File: src/rtl/vec4_bist_pkg.sv
// Shared types and constants for the vec4_bist exhaustive tester of 4-bit
// two-operand gate DUTs.
package vec4_bist_pkg;

  localparam int VEC_COUNT = 256;
  localparam int VEC_W     = 8;
  localparam int OPND_W    = 4;
  localparam int CNT_W     = 4;

  typedef enum logic [2:0] {
    ST_IDLE,
    ST_APPLY,
    ST_SETTLE,
    ST_CHECK,
    ST_DONE
  } state_t;

  typedef logic [VEC_W-1:0] vec_idx_t;

  function automatic logic is_last_vec(input vec_idx_t idx);
    return idx == vec_idx_t'(VEC_COUNT - 1);
  endfunction

endpackage

File: src/rtl/vec4_ref_model.sv
// Golden model for the gate under test: expected y for operands a/b.
// Swap this module to retarget the tester at another 4-bit gate.
module vec4_ref_model
  import vec4_bist_pkg::*;
(
  input  logic [OPND_W-1:0] a,
  input  logic [OPND_W-1:0] b,
  output logic [OPND_W-1:0] y_exp
);

  always_comb begin
    y_exp = a & b;
  end

endmodule

File: src/rtl/vec4_bist.sv
// Exhaustive 256-vector BIST for a 4-bit AND DUT with settle delay per vector.
// Optional macro VEC4_BIST_STOP_ON_FAIL_EN ends the sweep at the first mismatch.
module vec4_bist
  import vec4_bist_pkg::*;
#(
  parameter int SETTLE_CYCLES = 2,
  parameter int ERR_W         = 9
) (
  input  logic              clk,
  input  logic              rst_n,
  input  logic              start,
  output logic [3:0]        a,
  output logic [3:0]        b,
  input  logic [3:0]        y,
  output logic              busy,
  output logic              done,
  output logic              pass,
  output logic [ERR_W-1:0]  err_count,
  output logic [3:0]        fail_a,
  output logic [3:0]        fail_b
);

  localparam logic [CNT_W-1:0] SETTLE_LOAD = CNT_W'(SETTLE_CYCLES - 1);
  localparam logic [ERR_W-1:0] ERR_MAX     = '1;

  state_t              state_q, state_d;
  vec_idx_t            idx_q, idx_d;
  logic [CNT_W-1:0]    cnt_q, cnt_d;
  logic [ERR_W-1:0]    err_q, err_d;
  logic [OPND_W-1:0]   fail_a_q, fail_a_d;
  logic [OPND_W-1:0]   fail_b_q, fail_b_d;
  logic [OPND_W-1:0]   y_exp;
  logic                start_ok;
  logic                mismatch;
  logic                stop_on_fail;

  assign a = idx_q[VEC_W-1:OPND_W];
  assign b = idx_q[OPND_W-1:0];

  vec4_ref_model u_ref_model (
    .a     (a),
    .b     (b),
    .y_exp (y_exp)
  );

  assign start_ok = start && ((state_q == ST_IDLE) || (state_q == ST_DONE));
  assign mismatch = (state_q == ST_CHECK) && (y != y_exp);

`ifdef VEC4_BIST_STOP_ON_FAIL_EN
  assign stop_on_fail = mismatch;
`else
  assign stop_on_fail = 1'b0;
`endif

  always_ff @(posedge clk or negedge rst_n) begin
    if (!rst_n) begin
      state_q  <= ST_IDLE;
      idx_q    <= '0;
      cnt_q    <= '0;
      err_q    <= '0;
      fail_a_q <= '0;
      fail_b_q <= '0;
    end else begin
      state_q  <= state_d;
      idx_q    <= idx_d;
      cnt_q    <= cnt_d;
      err_q    <= err_d;
      fail_a_q <= fail_a_d;
      fail_b_q <= fail_b_d;
    end
  end

  always_comb begin
    state_d = state_q;
    case (state_q)
      ST_IDLE, ST_DONE: if (start) state_d = ST_APPLY;
      ST_APPLY:         state_d = ST_SETTLE;
      ST_SETTLE:        if (cnt_q == '0) state_d = ST_CHECK;
      ST_CHECK: begin
        if (is_last_vec(idx_q) || stop_on_fail) state_d = ST_DONE;
        else                                    state_d = ST_APPLY;
      end
      default:          state_d = ST_IDLE;
    endcase
  end

  // Countdown is loaded while in APPLY so it is ready on the first SETTLE cycle.
  always_comb begin
    idx_d    = idx_q;
    cnt_d    = cnt_q;
    err_d    = err_q;
    fail_a_d = fail_a_q;
    fail_b_d = fail_b_q;
    if (start_ok) begin
      idx_d    = '0;
      cnt_d    = '0;
      err_d    = '0;
      fail_a_d = '0;
      fail_b_d = '0;
    end else begin
      case (state_q)
        ST_APPLY:  cnt_d = SETTLE_LOAD;
        ST_SETTLE: if (cnt_q != '0) cnt_d = cnt_q - CNT_W'(1);
        ST_CHECK: begin
          if (mismatch) begin
            if (err_q != ERR_MAX) err_d = err_q + ERR_W'(1);
            if (err_q == '0) begin
              fail_a_d = a;
              fail_b_d = b;
            end
          end
          if (!is_last_vec(idx_q) && !stop_on_fail) idx_d = idx_q + VEC_W'(1);
        end
        default: ;
      endcase
    end
  end

  always_comb begin
    busy = 1'b0;
    done = 1'b0;
    case (state_q)
      ST_APPLY, ST_SETTLE, ST_CHECK: busy = 1'b1;
      ST_DONE:                       done = 1'b1;
      default: ;
    endcase
  end

  assign pass      = done && (err_q == '0);
  assign err_count = err_q;
  assign fail_a    = fail_a_q;
  assign fail_b    = fail_b_q;

endmodule

File: config.mk
export PLATFORM = sky130hd
export DESIGN_NAME = vec4_bist
export DESIGN_NICKNAME = d
export VERILOG_FILES = /design/src/rtl/vec4_bist_pkg.sv /design/src/rtl/vec4_ref_model.sv /design/src/rtl/vec4_bist.sv
export SDC_FILE = /design/constraint.sdc
export NUM_CORES = 1
export LEC_CHECK = 0
export CORE_ASPECT_RATIO = 0.5
export CORE_MARGIN = 1
export CORE_UTILIZATION = 55
export DETAILED_ROUTE_END_ITERATION = 7
export PLACE_DENSITY = 0.92
export SYNTH_ARGS = -nofsm -noshare
export SYNTH_HDL_FRONTEND = slang
export SYNTH_HIERARCHICAL = 1
export SYNTH_SLANG_ARGS = --single-unit
File: constraint.sdc
create_clock -name clk -period 3.1 [get_ports clk]
set_input_delay 0.62 -clock clk [delete_from_list [all_inputs] [get_ports clk]]
set_output_delay 0.62 -clock clk [all_outputs]
set_load 0.01 [all_outputs]
# --- After elaboration in Yosys (flattened, before gate mapping) ---
# Index checks and enable logic that the tools add are counted.
op_classes:
  n_eq_ne: 11
  bitwise: 1
  mux: 24
  add_sub_neg: 3
  reduce_logical: 20
ops:
  columns: ["cell", "count"]
  rows:
  - ["$mux 4", 10]
  - ["$mux 9", 4]
  - ["$mux 8", 3]
  - ["$pmux 3 s4", 1]
  - ["$add 9x1->9 const B", 1]
  - ["$logic_not 9->1", 1]
  - ["$mux 3", 3]
  - ["$ne 9x9->1 const B", 1]
  - ["$add 8x1->8 const B", 1]
  - ["$eq 8x8->1 const B", 1]
  - ["$pmux 4 s2", 1]
  - ["$reduce_bool 2->1", 4]
  - ["$eq 3x2->1 const B", 2]
  - ["$ne 2x2->1 const B", 3]
  - ["$reduce_and 2->1", 3]
  - ["$reduce_and 3->1", 2]
  - ["$and 4x4->4", 1]
  - ["$logic_not 4->1", 1]
  - ["$ne 4x4->1", 1]
  - ["$reduce_bool 4->1", 1]
  - ["$sub 4x1->4 const B", 1]
  - ["$eq 3x1->1 const B", 1]
  - ["$eq 3x3->1 const B", 1]
  - ["$logic_and 1x1->1", 3]
  - ["other kinds (7)", 8]
totals:
  register_bits: 32
  out_inout_bits: 28
  in_bits: 7
  word_cells: 65

# --- Depth between registers and ports, before layout ---
depth:
  depth_word: 6
  mapped_depth: 8
  mapped_depth_nobuf: 7

# --- Cells and area by module ---
# The synthesis kept the hierarchy.
modules_own_cells:
  columns: ["module", "seq_area_each_um2", "instances", "cells_each", "area_per_inst_um2"]
  rows:
  - ["vec4_bist", 800.8, 1, 188, 1766.7]
  - ["vec4_ref_model", 0.0, 1, 4, 25.0]

# --- Worst setup path after synthesis ---
# OpenSTA, ideal clock, no wires.
synth_timing:
  path_kind: "register -> register"
  start: "reg err_q[0] (netlist: err_count[0])"
  end: "reg err_q[5] (netlist: err_count[5])"
  setup_slack_ns: 0.975
  arrival_ns: 2.047
  stages_incl_launch_ff: 8
  path_buffers: 0
  required_ns: 3.022
  setup_time_ns: 0.078
  synth_period_minus_slack_ns: 2.125
  path_cell_list: "dfrtp_1 ha_1 and4_1 ha_1 and4bb_2 o41ai_2 or4_1 a21oi_1"
synth_between:
  elab_chain_cells: 5
  elab_cells_between_ends: 8
  classes_between: "1 x add/sub; 1 x eq/ne; 4 x mux; 2 x reduce/logical"
synth_rtl:
  columns: ["item", "line_no", "rtl"]
  rows:
  - ["start: declaration", "vec4_bist.sv:29", "logic [ERR_W-1:0] err_q, err_d;"]
  - ["start signal: assignment", "vec4_bist.sv:67", "err_q <= err_d;"]
  - ["$add 9x1->9", "vec4_bist.sv:106", "if (err_q != ERR_MAX) err_d = err_q + ERR_W'(1);"]
  - ["$mux 9", "vec4_bist.sv:106", null]
  - ["$mux 9", "vec4_bist.sv:105", "if (mismatch) begin"]
  - ["$mux 9", "vec4_bist.sv:101", "case (state_q)"]
  - ["$mux 9", "vec4_bist.sv:94", "if (start_ok) begin"]
# Several ways; a longest one is shown, not always the timed one. The select of a mux whose other input is x is not followed.
# A chain may end at the register's enable or synchronous reset.

# --- Final worst setup path ---
layout_timing:
  start: "reg err_q[0] (netlist: err_count[0])"
  end: "out pass"
layout_between:
  elab_chain_cells: 2
layout_rtl:
  columns: ["item", "line_no", "rtl"]
  rows:
  - ["$logic_not 9->1", "vec4_bist.sv:129", "assign pass = done && (err_q == '0);"]
  - ["$logic_and 1x1->1", "vec4_bist.sv:129", null]
  - ["end: declaration", "vec4_bist.sv:17", "output logic pass,"]
# Every way passes these cells.

==> metrics.csv <==
metric;value;unit
synth_fp_nets;205;
clk-insertion-delay-late;290;ps
place_ws;758;ps
grt_util_all_layers;27.5;%
vias;1592;
routabilityCongestion;0.948;
startpoint;err_count[0]$_DFFE_PN0P_;
core_area;3050;sq um
synth_top_family_by_area;simple AND/OR/NAND/NOR gates;
hold_path_class;reg2reg;
grt_pass1_wl;6990;um
drive_above_1_share;6.09;%
drt_iter0_markers;150;
grt-ovfl-total;0;
yosysTopAreaCellShare;44.7;%
fp.dieW;82.7;um
synth_edf_count;0;
cts-buffers-inserted;5;
cap_viol_max_count;0;
via_per_inst;5.90;
worstMarginPinSlew;582;ps
antennaDiodeCount;0;
synth.area.mux_share;5.59;%
p_total;1.56;mW
finalSetupViolations;0;
powerDensity;692;nW/um^2
finalCritPeriodShare;83.7;%
rrSetupSlack;750;ps
synth_ff_type;dfrtp_1;
cp.arrival;1970;ps
ys_seq_area_share;44.7;%
synthMostInstantiatedCell;dfrtp_1;
period_needed;2590;ps
grt_pass1_vias;1538;
clkTransAtPathRegs;60;ps
worstPathRequired;2480;ps
fin_setup_tns;0;ps
setup_ws;505;ps
ys_warn_count;6;
status;complete, no violations;
max_freq;385;MHz
clockBufferDepth;2;
clockRootBuffer;clkbuf_8;
drc;0;
first_pass_iters;4;
cts.sinks;32;
wl;4210;um
hpwl;2980;um
routedWlPerCell;15.6;um
slowest_delay;530;ps
netlist_area;1790;sq um
finalNetCount;242;
finClkSkew;7.39;ps
ys_seq_elements;32;
io_buffers;34;
min_from;fail_b[0]$_DFFE_PN0P_;
critPathLaunchType;flip-flop;
r2r-end;err_count[5]$_DFFE_PN0P_;
ctsHoldBuffers;0;
synthTopCellsByArea;dfrtp_1 (45%), mux2i_1 (5.6%), nand2_1 (4.4%);
crit_type;reg2out;
drtAntennaViolNets;0;
final_hold_viol_count;0;
peakVddDrop;0.000414;V
min_to;fail_b[0]$_DFFE_PN0P_;
leakagePower;0.951;nW
start_util;58.8;%
crit_path_cell_trace;inv_1 > ha_1 > nor4b_1 > nand2_1 > nor2_1 > clkdlybuf4s50_1;
synth_cell_types;41;
synthXorXnorAreaFrac;1.96;%
synthToLayoutAreaGrowth;25.9;%
r2r_cells;8;
cp-end-kind;output pin;
synthCells;192;
synth_compound_area_share;13.8;%
rsz0062_at_grt;no;
grt_max_degree;33;
rows;14;
fp.dieH;42.4;um
syn_avg_cell_area;9.33;sq um
htree_num_levels;2;
cts_setup_buffers;0;
r2r-start;err_count[0]$_DFFE_PN0P_;
finalMaxSlewViolations;0;
synthArstFlopShare;100;%
antenna_found_initial;0;
synth_common_cells;dfrtp_1 (32), nand2_1 (21), inv_1 (16);
slew_headroom;61.1;%
yosys.area.top_type;dfrtp_1;
cpMaxStageDelayCell;clkdlybuf4s50_1;
crit_fanout;8;
io-pin-count;35;
final_core_util;74.0;%
yosys.area_share.simple;24.3;%
synthAdderAreaFrac;4.19;%
dieArea;3500;sq um
hold_depth;2;
cts-resized-gates;0;
cts_tree;yes;
layout by cell type, fill, tap and decap left out, types with 5 or more instances in the layout:
cell type,Yosys,final
clkdlybuf4s50_1,0,34
dfrtp_1,32,32
mux2i_1,10,10
clkbuf_8,0,6
or3_1,5,5
and2_1,5,5
nand3_1,11,11
nor2_1,14,14
o21ai_0,10,10
nand2_1,21,21
a21oi_1,8,8
ha_1,6,6
inv_1,16,16
state kept, by name (all words and copies together), names as in the netlist:
name       flops
idx_q          8
cnt_q          4
err_count      9
fail_a         4
fail_b         4
state_q        3
worst max-delay path by stage:
stage	slack (ps)	to
after floorplan	980	err_count[5]$_DFFE_PN0P_
after global placement	760	err_count[5]$_DFFE_PN0P_
after detailed placement	760	err_count[5]$_DFFE_PN0P_
after CTS	500	pass
after global routing	220	pass
final	510	pass
routing by layer:
metal  GRT usage (%)  share of wire, %  routed length, um
met3            7.61               6.8                285
met4            10.7               1.6                 68
met2            42.3                47               1980
met5               0                 0                  0
met1            37.1                45               1880
report_power, final:
part	switching, mW	internal (mW)	leakage, nW
Sequential	0.116	0.492	0.434
Clock	0.150	0.181	0.0455
Combinational	0.332	0.290	0.472
Total	0.598	0.963	0.951
per-stage QoR:
step / instance area, sq um / hold slack (ps) / cells
3_5_place_dp: 2170 / 515 / 262
5_1_grt: 2260 / 550 / 270
6_report: 2260 / 528 / 270
4_1_cts: 2260 / 530 / 270
3_3_place_gp: 2170 / 512 / 262
2_1_floorplan: 1790 / 324 / 192
critical path: cells and delay by family (launching register included):
| family | cells | cell delay, ps |
|---|---|---|
| fa+ha+maj | 1 | 130 |
| buf+inv | 2 | 620 |
| flops | 1 | 460 |
| simple gates | 3 | 480 |
final cells by class:
type | instances | area [sq um]
Multi-Input combinational cell | 137 | 892
Timing Repair Buffer | 37 | 363
Inverter | 16 | 60.1
Sequential cell | 32 | 801
Fill cell | 222 | 792
Clock buffer | 8 | 90.1
Tap cell | 40 | 50.0
cells by family (layout without fill, tap and decap cells):
logic type | Yosys count | in the layout
and+or+nand+nor | 80 | 80
AOI/OAI and AO/OA | 37 | 37
DFF | 32 | 32
buffers and inverters | 23 | 61
muxes | 10 | 10
adders and majority gates | 6 | 6
xor gates and xnor gates | 4 | 4
Note: power is estimated with default switching activity, not from simulation.
